`config.mk`:
```
export PLATFORM = sky130hd
export DESIGN_NAME = xbar_in_port
export DESIGN_NICKNAME = d
export VERILOG_FILES = /design/src/rtl/noc_pkg.sv /design/src/rtl/sync_fifo.sv /design/src/rtl/xbar_in_port.sv
export SDC_FILE = /design/constraint.sdc
export NUM_CORES = 1
export LEC_CHECK = 0
export ABC_CLOCK_PERIOD_IN_PS = 4200
export CORE_ASPECT_RATIO = 0.9
export CORE_UTILIZATION = 45
export CTS_BUF_LIST = sky130_fd_sc_hd__clkbuf_16
export DETAILED_ROUTE_END_ITERATION = 6
export GPL_ROUTABILITY_DRIVEN = 0
export PLACE_DENSITY = 0.77
export SLEW_MARGIN = 0
export SYNTH_ARGS = -nofsm -noshare
export SYNTH_HDL_FRONTEND = slang
export SYNTH_HIERARCHICAL = 1
export SYNTH_SLANG_ARGS = --single-unit
export TNS_END_PERCENT = 10
```
`constraint.sdc`:
```
create_clock -name clk -period 4.2 [get_ports clk]
set_input_delay 1.26 -clock clk [delete_from_list [all_inputs] [get_ports clk]]
set_output_delay 1.26 -clock clk [all_outputs]
set_load 0.01 [all_outputs]
```
`src/rtl/noc_pkg.sv`:
```
// noc_pkg: shared types and flit helpers for the NoC crossbar blocks.
package noc_pkg;

    typedef enum logic {IDLE, REQ} in_port_state_t;

    function automatic int dest_w(input int ports);
        return (ports > 1) ? $clog2(ports) : 1;
    endfunction

    function automatic logic [31:0] get_dest(input logic [63:0] flit, input int lsb);
        return 32'(flit >> lsb);
    endfunction

endpackage

```
`src/rtl/sync_fifo.sv`:
```
// sync_fifo: single-clock FIFO; full/empty come from a count register, pointers wrap naturally.
module sync_fifo #(
    parameter int WIDTH = 8,
    parameter int DEPTH = 4
) (
    input  logic                       clk,
    input  logic                       rst,
    input  logic                       push_i,
    input  logic                       pop_i,
    input  logic [WIDTH-1:0]           wdata_i,
    output logic [WIDTH-1:0]           rdata_o,
    output logic                       full_o,
    output logic                       empty_o,
    output logic [$clog2(DEPTH+1)-1:0] count_o
);
    localparam int AW = $clog2(DEPTH);
    localparam int CW = $clog2(DEPTH+1);

    logic [WIDTH-1:0] mem_q [DEPTH];
    logic [AW-1:0]    wr_q, wr_d, rd_q, rd_d;
    logic [CW-1:0]    cnt_q, cnt_d;
    logic             do_push, do_pop;

    assign full_o  = cnt_q == CW'(DEPTH);
    assign empty_o = cnt_q == '0;
    assign do_push = push_i & ~full_o;
    assign do_pop  = pop_i & ~empty_o;
    assign rdata_o = mem_q[rd_q];
    assign count_o = cnt_q;

    always_comb begin
        wr_d  = do_push ? wr_q + AW'(1) : wr_q;
        rd_d  = do_pop ? rd_q + AW'(1) : rd_q;
        cnt_d = cnt_q + CW'(do_push) - CW'(do_pop);
    end

    always_ff @(posedge clk or posedge rst) begin
        if (rst) begin
            wr_q  <= '0;
            rd_q  <= '0;
            cnt_q <= '0;
        end else begin
            wr_q  <= wr_d;
            rd_q  <= rd_d;
            cnt_q <= cnt_d;
        end
    end

    always_ff @(posedge clk) begin
        if (do_push) mem_q[wr_q] <= wdata_i;
    end

endmodule

```
`src/rtl/xbar_in_port.sv`:
```
// xbar_in_port: crossbar input requester; head register with FIFO bypass/prefetch,
// request FSM and starvation counter.
module xbar_in_port
    import noc_pkg::*;
#(
    parameter int PORTS       = 2,
    parameter int WIDTH       = 8,
    parameter int DEPTH       = 4,
    parameter int DEST_LSB    = 7,
    parameter int STALL_LIMIT = 15
) (
    input  logic                       clk,
    input  logic                       rst,
    input  logic [WIDTH-1:0]           in_data,
    input  logic                       in_valid,
    output logic                       in_bp_o,
    output logic [WIDTH-1:0]           xbar_data_o,
    output logic [dest_w(PORTS)-1:0]   xbar_dest_o,
    output logic                       xbar_dest_en_o,
    input  logic                       xbar_ack_i,
    input  logic                       xbar_bp_i,
    output logic [$clog2(DEPTH+2)-1:0] count_o,
    output logic                       stall_o
);
    localparam int DW  = dest_w(PORTS);
    localparam int FCW = $clog2(DEPTH+1);
    localparam int CW  = $clog2(DEPTH+2);
    localparam int SW  = $clog2(STALL_LIMIT+1);

    in_port_state_t   state_q, state_d;
    logic [WIDTH-1:0] head_q, head_d, fifo_rdata;
    logic [SW-1:0]    stall_cnt_q, stall_cnt_d;
    logic             stall_q, stall_d;
    logic             fifo_push, fifo_pop, fifo_full, fifo_empty;
    logic [FCW-1:0]   fifo_cnt;
    logic             push, xfer;

    assign push = in_valid & ~fifo_full;
    assign xfer = (state_q == REQ) & xbar_ack_i & ~xbar_bp_i;

    sync_fifo #(.WIDTH(WIDTH), .DEPTH(DEPTH)) u_fifo (
        .clk     (clk),
        .rst     (rst),
        .push_i  (fifo_push),
        .pop_i   (fifo_pop),
        .wdata_i (in_data),
        .rdata_o (fifo_rdata),
        .full_o  (fifo_full),
        .empty_o (fifo_empty),
        .count_o (fifo_cnt)
    );

    always_comb begin
        state_d   = state_q;
        head_d    = head_q;
        fifo_push = 1'b0;
        fifo_pop  = 1'b0;
        if (state_q == IDLE) begin
            head_d  = push ? in_data : head_q;
            state_d = push ? REQ : IDLE;
        end else if (xfer) begin
            // Prefetch from the FIFO first so order holds; bypass only when it is empty.
            fifo_pop  = ~fifo_empty;
            fifo_push = push & ~fifo_empty;
            head_d    = ~fifo_empty ? fifo_rdata : (push ? in_data : head_q);
            state_d   = (~fifo_empty | push) ? REQ : IDLE;
        end else begin
            fifo_push = push;
        end
        stall_cnt_d = (state_q == REQ && !xfer)
                    ? ((stall_cnt_q == SW'(STALL_LIMIT)) ? stall_cnt_q : stall_cnt_q + SW'(1))
                    : '0;
        stall_d     = stall_cnt_d >= SW'(STALL_LIMIT);
    end

    always_ff @(posedge clk or posedge rst) begin
        if (rst) begin
            state_q     <= IDLE;
            head_q      <= '0;
            stall_cnt_q <= '0;
            stall_q     <= 1'b0;
        end else begin
            state_q     <= state_d;
            head_q      <= head_d;
            stall_cnt_q <= stall_cnt_d;
            stall_q     <= stall_d;
        end
    end

    assign in_bp_o        = fifo_full;
    assign xbar_dest_en_o = state_q == REQ;
    assign xbar_data_o    = head_q;
    assign xbar_dest_o    = DW'(get_dest(64'(head_q), DEST_LSB));
    assign count_o        = CW'(fifo_cnt) + CW'(state_q == REQ);
    assign stall_o        = stall_q;

endmodule

```
Word-level counts from Yosys, hierarchy flattened. Memories as Yosys holds them, arrays and structs flattened. Index checks and enable logic that the tools add are counted.

Output and inout port bits: 15. Logic and storage cells: 47. Register bits: 21. Input port bits: 13. RAM bits: 32. Memories kept: 1.

Memories: u_fifo.mem_q (depth 4, bits a word 8, rd ports 1, clocked after memory_dff 0, write ports 1, RTL line sync_fifo.sv:19) `logic [WIDTH-1:0] mem_q [DEPTH];`.

Eq/ne operators: 3. Reduce and logical (&&, ||, !) cells: 3. Add/subtract/negate cells: 6. Bitwise operators: 10. Multiplexer cells: 16. Magnitude comparators: 1.

Operators with widths (number): 8-bit two-way mux (4); 1-bit two-way mux (10); 4-bit two-way mux (2); 3-bit by 1-bit adder with 3-bit output (2); 1-bit AND (6); 2-bit by 1-bit adder with 2-bit output, second input constant (2); 4-bit by 1-bit adder with 4-bit output, second input constant (1); 4-bit == test, second input constant (1); 4-bit greater-or-equal comparator, second input constant (1); 3-bit == test, second input constant (1); 3-bit zero test (1); 1-bit NOT (3); 3-bit by 1-bit subtractor with 3-bit output (1); 2-bit by 1-bit != test with 1-bit output, second input constant (1); 1-bit logical AND (1); 1-bit zero test (1); 1-bit OR (1).

Logic depth before layout (Yosys ltp). Gate-level depths: netlist (run 1).

Depth in word-level cells: 9. Depth in mapped cells: 11. Mapped depth without buffers: 11.

Cells and area by module. The synthesis (run 1) kept the hierarchy.

Modules (own cells, without submodules): sync_fifo (times used 1, cells each 84, area an instance 1626.6 µm², sequential area each 1136.1 µm²); xbar_in_port (times used 1, cells each 65, area an instance 814.5 µm², sequential area each 350.3 µm²).

Worst setup path before layout (run 1). OpenSTA, ideal clock, no wires.

Kind: input-to-reg. Start: input port xbar_bp_i. End: register u_fifo.cnt_q[2] (netlist: u_fifo/count_o[2]). Setup slack: 0.934 ns. Arrival: 3.143 ns. Data required time: 4.077 ns. Cell stages on the path: 10. Library setup time: 0.123 ns. Path through: nand2b_1 -> nand2_1 -> a21oi_1 -> nand2b_1 -> ha_1 -> inv_1 -> ha_1 -> fa_1 -> xnor2_1 -> xnor2_1.

Cells in the longest elaborated chain, start to end: 7. Elaborated cells between the ends (all ways): 10. Those cells by class: 2 x add/sub; 4 x mux; 4 x bitwise.

RTL lines: start: declaration (RTL line xbar_in_port.sv:21) `input logic xbar_bp_i,`; 1-bit NOT (RTL line xbar_in_port.sv:39) `assign xfer = (state_q == REQ) & xbar_ack_i & ~xbar_bp_i;`; 1-bit AND (RTL line xbar_in_port.sv:39); 1-bit two-way mux (RTL line xbar_in_port.sv:61) `end else if (xfer) begin`; 1-bit two-way mux (RTL line xbar_in_port.sv:58) `if (state_q == IDLE) begin`; net fifo_push (RTL line xbar_in_port.sv:34) `logic fifo_push, fifo_pop, fifo_full, fifo_empty;`; 1-bit AND (RTL line sync_fifo.sv:26) `assign do_push = push_i & ~full_o;`; 3-bit by 1-bit adder with 3-bit output (RTL line sync_fifo.sv:34) `cnt_d = cnt_q + CW'(do_push) - CW'(do_pop);`; 3-bit by 1-bit subtractor with 3-bit output (RTL line sync_fifo.sv:34); net u_fifo.cnt_d[2] (RTL line sync_fifo.sv:21) `logic [CW-1:0] cnt_q, cnt_d;`; end signal: assignment (RTL line sync_fifo.sv:45) `cnt_q <= cnt_d;`; end: declaration (RTL line sync_fifo.sv:21).

The timed path passes the listed nets, and every way through them passes these cells. A chain may end at the register's enable or synchronous reset.

Worst setup path in the final report (run 1). Ends and elaborated chain as after synthesis.

==> results of run 1 <==
[worst max-delay path, cell delays in order]
cell and delay, ns:
clkdlybuf4s50_1 0.45, nand2b_1 0.21, nand2_1 0.20, a21oi_1 0.22
nand2b_1 0.08, ha_1 0.27, inv_1 0.04, ha_1 0.18
fa_1 0.38, xnor2_1 0.15, xnor2_1 0.13
[sequential cells by signal, summed over array words and instances, names as in the netlist]
signal / count
u_fifo/mem_q: 32
xbar_data_o: 8
stall_cnt_q: 4
u_fifo/count_o: 3
u_fifo/rd_q: 2
u_fifo/wr_q: 2
stall_o: 1
xbar_dest_en_o: 1
[worst min path at each step]
stage,from,endpoint
6_report,xbar_data_o[3]$_DFFE_PP0P_,xbar_data_o[3]$_DFFE_PP0P_
5_1_grt,xbar_data_o[4]$_DFFE_PP0P_,xbar_data_o[4]$_DFFE_PP0P_
4_1_cts,xbar_data_o[3]$_DFFE_PP0P_,xbar_data_o[3]$_DFFE_PP0P_
3_5_place_dp,xbar_data_o[3]$_DFFE_PP0P_,xbar_data_o[3]$_DFFE_PP0P_
3_3_place_gp,xbar_data_o[4]$_DFFE_PP0P_,xbar_data_o[4]$_DFFE_PP0P_
2_1_floorplan,stall_cnt_q[1]$_DFF_PP0_,stall_cnt_q[1]$_DFF_PP0_
[kinds of logic after synthesis]
group	after synthesis	synth area share
xor gates and xnor gates	6	0.0215
adders and majority gates	10	0.0543
AOI/OAI and AO/OA	10	0.0349
muxes	25	0.166
DFF	53	0.609
and+or+nand+nor	33	0.0897
buffers and inverters	12	0.0251
[through the flow]
stage               area (um^2)  total power, mW  hold WS (ns)  setup slack (ns)  instances
floorplan                  2440             1.43         0.534             0.934        149
global placement           2770             1.65         0.490             0.593        240
detailed placement         2770             1.71         0.504             0.507        240
CTS                        2930             2.17         0.521             0.784        248
global route               2930             2.27         0.537             0.630        248
finish                     2930             2.14         0.516             0.801        248
[power groups by stage]
| stage | sequential [mW] | clock, mW | combinational, mW |
|---|---|---|---|
| after floorplan | 0.833 | 0 | 0.596 |
| after global placement | 0.873 | 0 | 0.779 |
| after detailed placement | 0.889 | 0 | 0.821 |
| after CTS | 0.879 | 0.456 | 0.831 |
| after global routing | 0.902 | 0.476 | 0.889 |
| final | 0.877 | 0.444 | 0.823 |
[layout by cell type, fill, tap and decap left out, types with 2 or more instances in the layout]
| master | netlist | layout |
|---|---|---|
| and3b_1 | 4 | 4 |
| xnor2_1 | 5 | 5 |
| nor2_1 | 6 | 6 |
| clkbuf_16 | 0 | 5 |
| a21oi_1 | 3 | 3 |
| dfrtp_1 | 21 | 21 |
| mux4_2 | 8 | 8 |
| ha_1 | 9 | 9 |
| clkdlybuf4s50_1 | 0 | 27 |
| mux2_4 | 9 | 9 |
| o211ai_1 | 2 | 2 |
| mux2_2 | 7 | 7 |
| edfxtp_1 | 32 | 32 |
| nand2_1 | 4 | 4 |
| nand3_1 | 2 | 2 |
| nor3_1 | 3 | 3 |
| inv_1 | 8 | 9 |
| nand2b_1 | 8 | 8 |
| nand4bb_1 | 2 | 2 |
[layout make-up]
| class | count | area [um^2] |
|---|---|---|
| clock inverters | 3 | 37.5 |
| well taps | 67 | 83.8 |
| repair buffers | 28 | 278 |
| fillers | 394 | 2290 |
| inverters | 8 | 30.0 |
| flip-flops and latches | 53 | 1490 |
| clock buffers | 5 | 125 |
| multi-input cells | 84 | 893 |
[per-layer routing]
metal / vias to the layer above / global-route usage / wire, um
met5: - / 0 / 0
met4: 0 / 0.0606 / 46
met3: 6 / 0.0369 / 135
met2: 34 / 0.279 / 2380
met1: 699 / 0.206 / 1830
li1: 618 / - / -
==> results by group, run 1 <==
Outcome
  – Status: finished, final reports clean

Routing
  – ANT nets after route: 0
  – DR pass1 iterations: 5
  – Routed Wire Length: 4390 um
  – Initial DRC Count: 97
  – Drt drc: 0
  – Vias/cell: 5.47
  – DR vias: 1357
  – Wire per inst: 17.7 um

Floorplanning
  – Die H: 71.9 um
  – Die area: 0.00572 mm^2
  – # rows: 25
  – Die W: 79.6 um
  – Ports: 28
  – CORE AREA: 0.00522 mm^2
  – Initial Util: 0.467

Yosys
  – Mapped Cells: 149
  – Synth warnings: 6
  – Most frequent cells after synthesis: edfxtp_1, dfrtp_1, ha_1, mux2_4
  – Synth area leader: edfxtp_1
  – Top cell type's share of synthesized area: 0.394
  – Post-synth EDFFs: 32
  – Synth area leaders: edfxtp_1, dfrtp_1, mux4_2, mux2_4, ha_1
  – Top-count cell post-synth: edfxtp_1
  – Post-synthesis area per instance: 16.4 um^2
  – Synthesized cell area: 0.00244 mm^2
  – Top FF cell, synth: edfxtp_1
  – Cell variety after synth: 32
  – Synth Net Count: 172
  – Flops & latches, synth: 53
  – Share of the yosys chip area belonging to registers: 0.609
  – Synth async-reset ratio: 0.396

Layout
  – Post-layout util: 0.562
  – Layout cells sized above 1: 0.188
  – Final net count: 203
  – N_diodes: 0
  – Area growth syn-to-layout: 20.2%

Hold path
  – Worst Hold Path Cells: 1
  – Worst hold path class: reg2reg

STA
  – RSZ-0062 raised after global routing: false
  – Setup-failing EPs final: 0
  – Final Cycle Share: 0.809
  – Fmax: 0.294 GHz
  – Final-report max-slew violation count: 0
  – Relative slew slack: 0.607
  – Clk_skew: 0.00425 ns
  – Min cycle time layout: 3.40 ns
  – Final hold vios: 0
  – Setup TNS: 0 ns
  – Worst slew pin tran: 0.590 ns

Global route
  – Initial antenna violation count: 0
  – Total grt overflow: 0
  – First-pass GRT wire length: 6840 um
  – Vias in the first global route: 1402
  – Global-route usage over all layers: 0.164
  – Largest net degree at the start of global routing: 16

Setup path
  – Critical path arrival: 3.57 ns
  – Worst setup endpoint: u_fifo/count_o[2]$_DFF_PP0_
  – Crit Reg-Reg Endpoint: u_fifo/count_o[2]$_DFF_PP0_
  – FF-to-FF path depth: 11
  – Worst R2R Start: u_fifo/count_o[0]$_DFF_PP0_
  – CP Max Fanout: 6
  – Crit path required time: 4.37 ns
  – Critical Path End Type: flip-flop
  – Critical path startpoint category: input pin
  – Setup CP Type: in2reg
  – CP startpoint: xbar_bp_i
  – Reg2reg setup slack: 1.48 ns

CTS
  – Worst skew pair latency: 0.29 ns
  – Hold buffer count at cts: 0
  – Clock sinks: 53
  – Root buf cell: clkbuf_16
  – CTS Buffer Depth: 2
  – TritonCTS clock tree: built
  – # Post-CTS Setup Buffers: 0
  – # resized after CTS: 0
  – Clock transition at path regs: 0.06 ns
  – CTS buffer count: 5
  – CTS H-tree depth: 2

Power and ir drop
  – Pleak: 1.18 nW
  – NetSw: 652 uW
  – Switching Share: 0.304
  – Sequential Power Share: 0.409
  – Peak VDD IR: 0.279 mV
  – Combinational share of power: 0.384
  – Pwr per Cell Area: 731 mW/mm^2
  – Clock Power Share: 0.207
  – Pint: 1.49 mW

Place
  – Port bufs: 27
  – DP Wirelength: 3050 um

Flow run
  – Max-Cap Viols: 0
No activity file was read; power rests on OpenSTA's default activity.
==> run 2: changes to the inputs <==
Settings changed: ABC_CLOCK_PERIOD_IN_PS 4200 to 2800, PLACE_DENSITY 0.77 to 0.8.
Clock period 4.2 ns to 2.8 ns, I/O delays scaled along.
==> results by group, run 2 (synthesis results as in run 1) <==
Layout
  – Commonest non-fill, non-tap cell in the layout: edfxtp_1
  – Final net count: 209 (+3.0%)
  – Most frequent cells in the layout: edfxtp_1, clkdlybuf4s50_1, dfrtp_1
  – Area growth syn-to-layout: 23.3%
  – N_diodes: 0 (unchanged)
  – Largest register by flop count: u_fifo/mem_q
  – Layout cells sized above 1: 0.251 (+0.0635)
  – Final Instance Count excl. Fillers: 254 (+2.4%)
  – Max FFs per register: 32 (unchanged)

Setup path
  – FF-to-FF path depth: 11 (unchanged)
  – Critical path startpoint category: input pin
  – Worst R2R Start: u_fifo/count_o[1]$_DFF_PP0_
  – Crit path max-delay family: adder cells
  – Reg2reg setup slack: 0.26 ns (-1.22 ns)
  – CP startpoint: xbar_bp_i
  – Critical-path cell list: clkdlybuf4s50_1, nand2b_4, nand2_1, a21oi_2, nand2b_1, ha_1, inv_1, ha_1, fa_2, xnor2_2, xnor2_1
  – Slowest CP cell: clkdlybuf4s50_1
  – Slowest stage delay, CP: 0.49 ns (+0.04 ns)
  – Critical path arrival: 2.92 ns (-0.65 ns)
  – Crit Reg-Reg Endpoint: u_fifo/count_o[2]$_DFF_PP0_
  – Crit path required time: 2.97 ns (-1.40 ns)
  – Worst Path Buf+Inv: 2 (unchanged)
  – Setup CP Type: in2reg
  – Critical Path End Type: flip-flop
  – Most used cell, CP: ha_1
  – CP Max Fanout: 3 (-3)

Flow run
  – Max-Cap Viols: 0 (unchanged)

Power and ir drop
  – Combinational share of power: 0.389 (+0.005)
  – NetSw: 1.00 mW (+54%)
  – Sequential Power Share: 0.403 (-0.006)
  – Peak VDD IR: 0.513 mV (+84%)
  – Clock Power Share: 0.208 (about the same)
  – Pint: 2.28 mW (+53%)
  – Pleak: 1.23 nW (+4.3%)
  – Switching Share: 0.305 (+0.00125)
  – Pwr per Cell Area: 1090 mW/mm^2 (+49%)
  – Final Power: 3.28 mW (+53%)

CTS
  – Clock transition at path regs: 0.07 ns (about the same)
  – CTS buffer count: 5 (unchanged)
  – Clock sinks: 53 (unchanged)
  – TritonCTS clock tree: built
  – CTS H-tree depth: 2 (unchanged)
  – CTS Buffer Depth: 2 (unchanged)
  – Worst skew pair latency: 0.29 ns (about the same)
  – Root buf cell: clkbuf_16
  – # Post-CTS Setup Buffers: 0 (unchanged)

Global route
  – Vias in the first global route: 1408 (+0.43%)
  – Initial antenna violation count: 0 (unchanged)
  – Total grt overflow: 0 (unchanged)
  – First-pass GRT wire length: 6830 um (-0.19%)
  – Global-route usage over all layers: 0.162 (-0.00227)
  – Largest net degree at the start of global routing: 18 (+2)

Routing
  – ANT nets after route: 0 (unchanged)
  – DR vias: 1352 (-0.37%)
  – Initial DRC Count: 64 (-34%)
  – DR pass1 iterations: 4 (-1)
  – Wire per inst: 17.0 um (-3.9%)
  – Routed Wire Length: 4320 um (-1.6%)
  – Vias/cell: 5.32 (-2.7%)
  – Drt drc: 0 (unchanged)

Floorplanning
  – Die area: 0.00572 mm^2 (unchanged)
  – CORE AREA: 0.00522 mm^2 (unchanged)
  – Ports: 28 (unchanged)
  – Initial Util: 0.467 (unchanged)
  – Die H: 71.9 um (unchanged)
  – Die W: 79.6 um (unchanged)
  – # rows: 25 (unchanged)

STA
  – Final-report max-slew violation count: 0 (unchanged)
  – Final hold vios: 0 (unchanged)
  – Setup-failing EPs final: 0 (unchanged)
  – Clk_skew: 0.00448 ns (+0.000233 ns)
  – Relative slew slack: 0.596 (-0.0103)
  – Final Cycle Share: 0.982
  – Worst slew pin tran: 0.605 ns (+0.0154 ns)
  – Min cycle time layout: 2.75 ns
  – Fmax: 0.364 GHz
  – Hold WS: 0.514 ns (-0.00156 ns)

Place
  – Dpl cells: 246 (+2.5%)
  – Port bufs: 27 (unchanged)
  – DP Wirelength: 3020 um (-0.96%)

Hold path
  – Worst hold path class: reg2reg
  – Worst Hold Path Cells: 1 (unchanged)
  – Hold wc startpoint: xbar_data_o[3]$_DFFE_PP0P_
  – Hold EP: xbar_data_o[3]$_DFFE_PP0P_

Outcome
  – Status: finished, final reports clean
-- run 2: changes by cell type in the layout (fill, tap and decap cells not counted), sizes merged --
cell | previous run | this run
clkinv | 1 | 0
clkdlybuf4s50 | 27 | 26
buf | 1 | 7
dlymetal6s2s | 0 | 1
inv | 9 | 10
-- run 2: per-layer routing --
layer | routed length [um] | global-route usage | share of wire
met1 | 1790 | 0.196 | 0.41
met2 | 2350 | 0.280 | 0.54
met3 | 99 | 0.0331 | 0.023
met4 | 79 | 0.0707 | 0.018
met5 | 0 | 0 | 0
-- run 2: worst max-delay path by stage --
stage                                   to  slack, ns  cells after the start
3_3_place_gp   u_fifo/count_o[2]$_DFF_PP0_      -0.18                     11
5_1_grt        u_fifo/count_o[2]$_DFF_PP0_      -0.03                     11
4_1_cts                         count_o[2]       0.01                      4
6_report       u_fifo/count_o[2]$_DFF_PP0_       0.05                     11
2_1_floorplan  u_fifo/count_o[2]$_DFF_PP0_       0.05                     10
3_5_place_dp   u_fifo/count_o[2]$_DFF_PP0_      -0.25                     11
-- run 2: power groups by stage --
stage	registers [mW]	logic [mW]	clock network, mW
after floorplan	1.25	0.898	0
after global placement	1.30	1.19	0
after detailed placement	1.34	1.26	0
after CTS	1.32	1.27	0.696
after global routing	1.36	1.37	0.725
final	1.32	1.28	0.682
-- run 2: worst register-to-register path, stage by stage (launching register included) --
cell and delay [ns]:
dfrtp_1 0.49, nor3_1 0.28, nand2b_1 0.27, nor2_1 0.10, o31ai_1 0.10, inv_1 0.08, ha_1 0.27, inv_1 0.04
ha_1 0.18, fa_2 0.35, xnor2_2 0.14, xnor2_1 0.13
-- run 2: cell type report --
class                      count  area (um^2)
sequential                    53         1490
tap                           67         83.8
timing repair buffer          34          325
fill                         386         2210
clock inverter                 3         42.5
inverter                       8         30.0
clock buffer                   5          125
multi-input combinational     84          915
-- run 2: metrics by stage --
step            util  TNS, ns  setup WS [ns]  instance area (um^2)
2_1_floorplan      -        0         0.0514                  2440
3_3_place_gp   0.540   -0.179         -0.179                  2820
3_5_place_dp   0.540   -0.282         -0.246                  2820
4_1_cts        0.572        0         0.0126                  2990
5_1_grt        0.576  -0.0293        -0.0293                  3010
6_report       0.576        0         0.0516                  3010
-- run 2: timing repair --
action | CTS | global route
pin swaps | 0 | 1
hold buffers | 0 | 0
gates resized for setup | 1 | 5
setup endpoints to repair | 1 | 2
endpoints found under the hold margin | 0 | 0
==> run 3: changes to the inputs <==
Settings changed: GPL_ROUTABILITY_DRIVEN 0 to not set.
==> results of run 3 <==
Same layout as run 2: the final DEF is identical, and so are final timing and power.
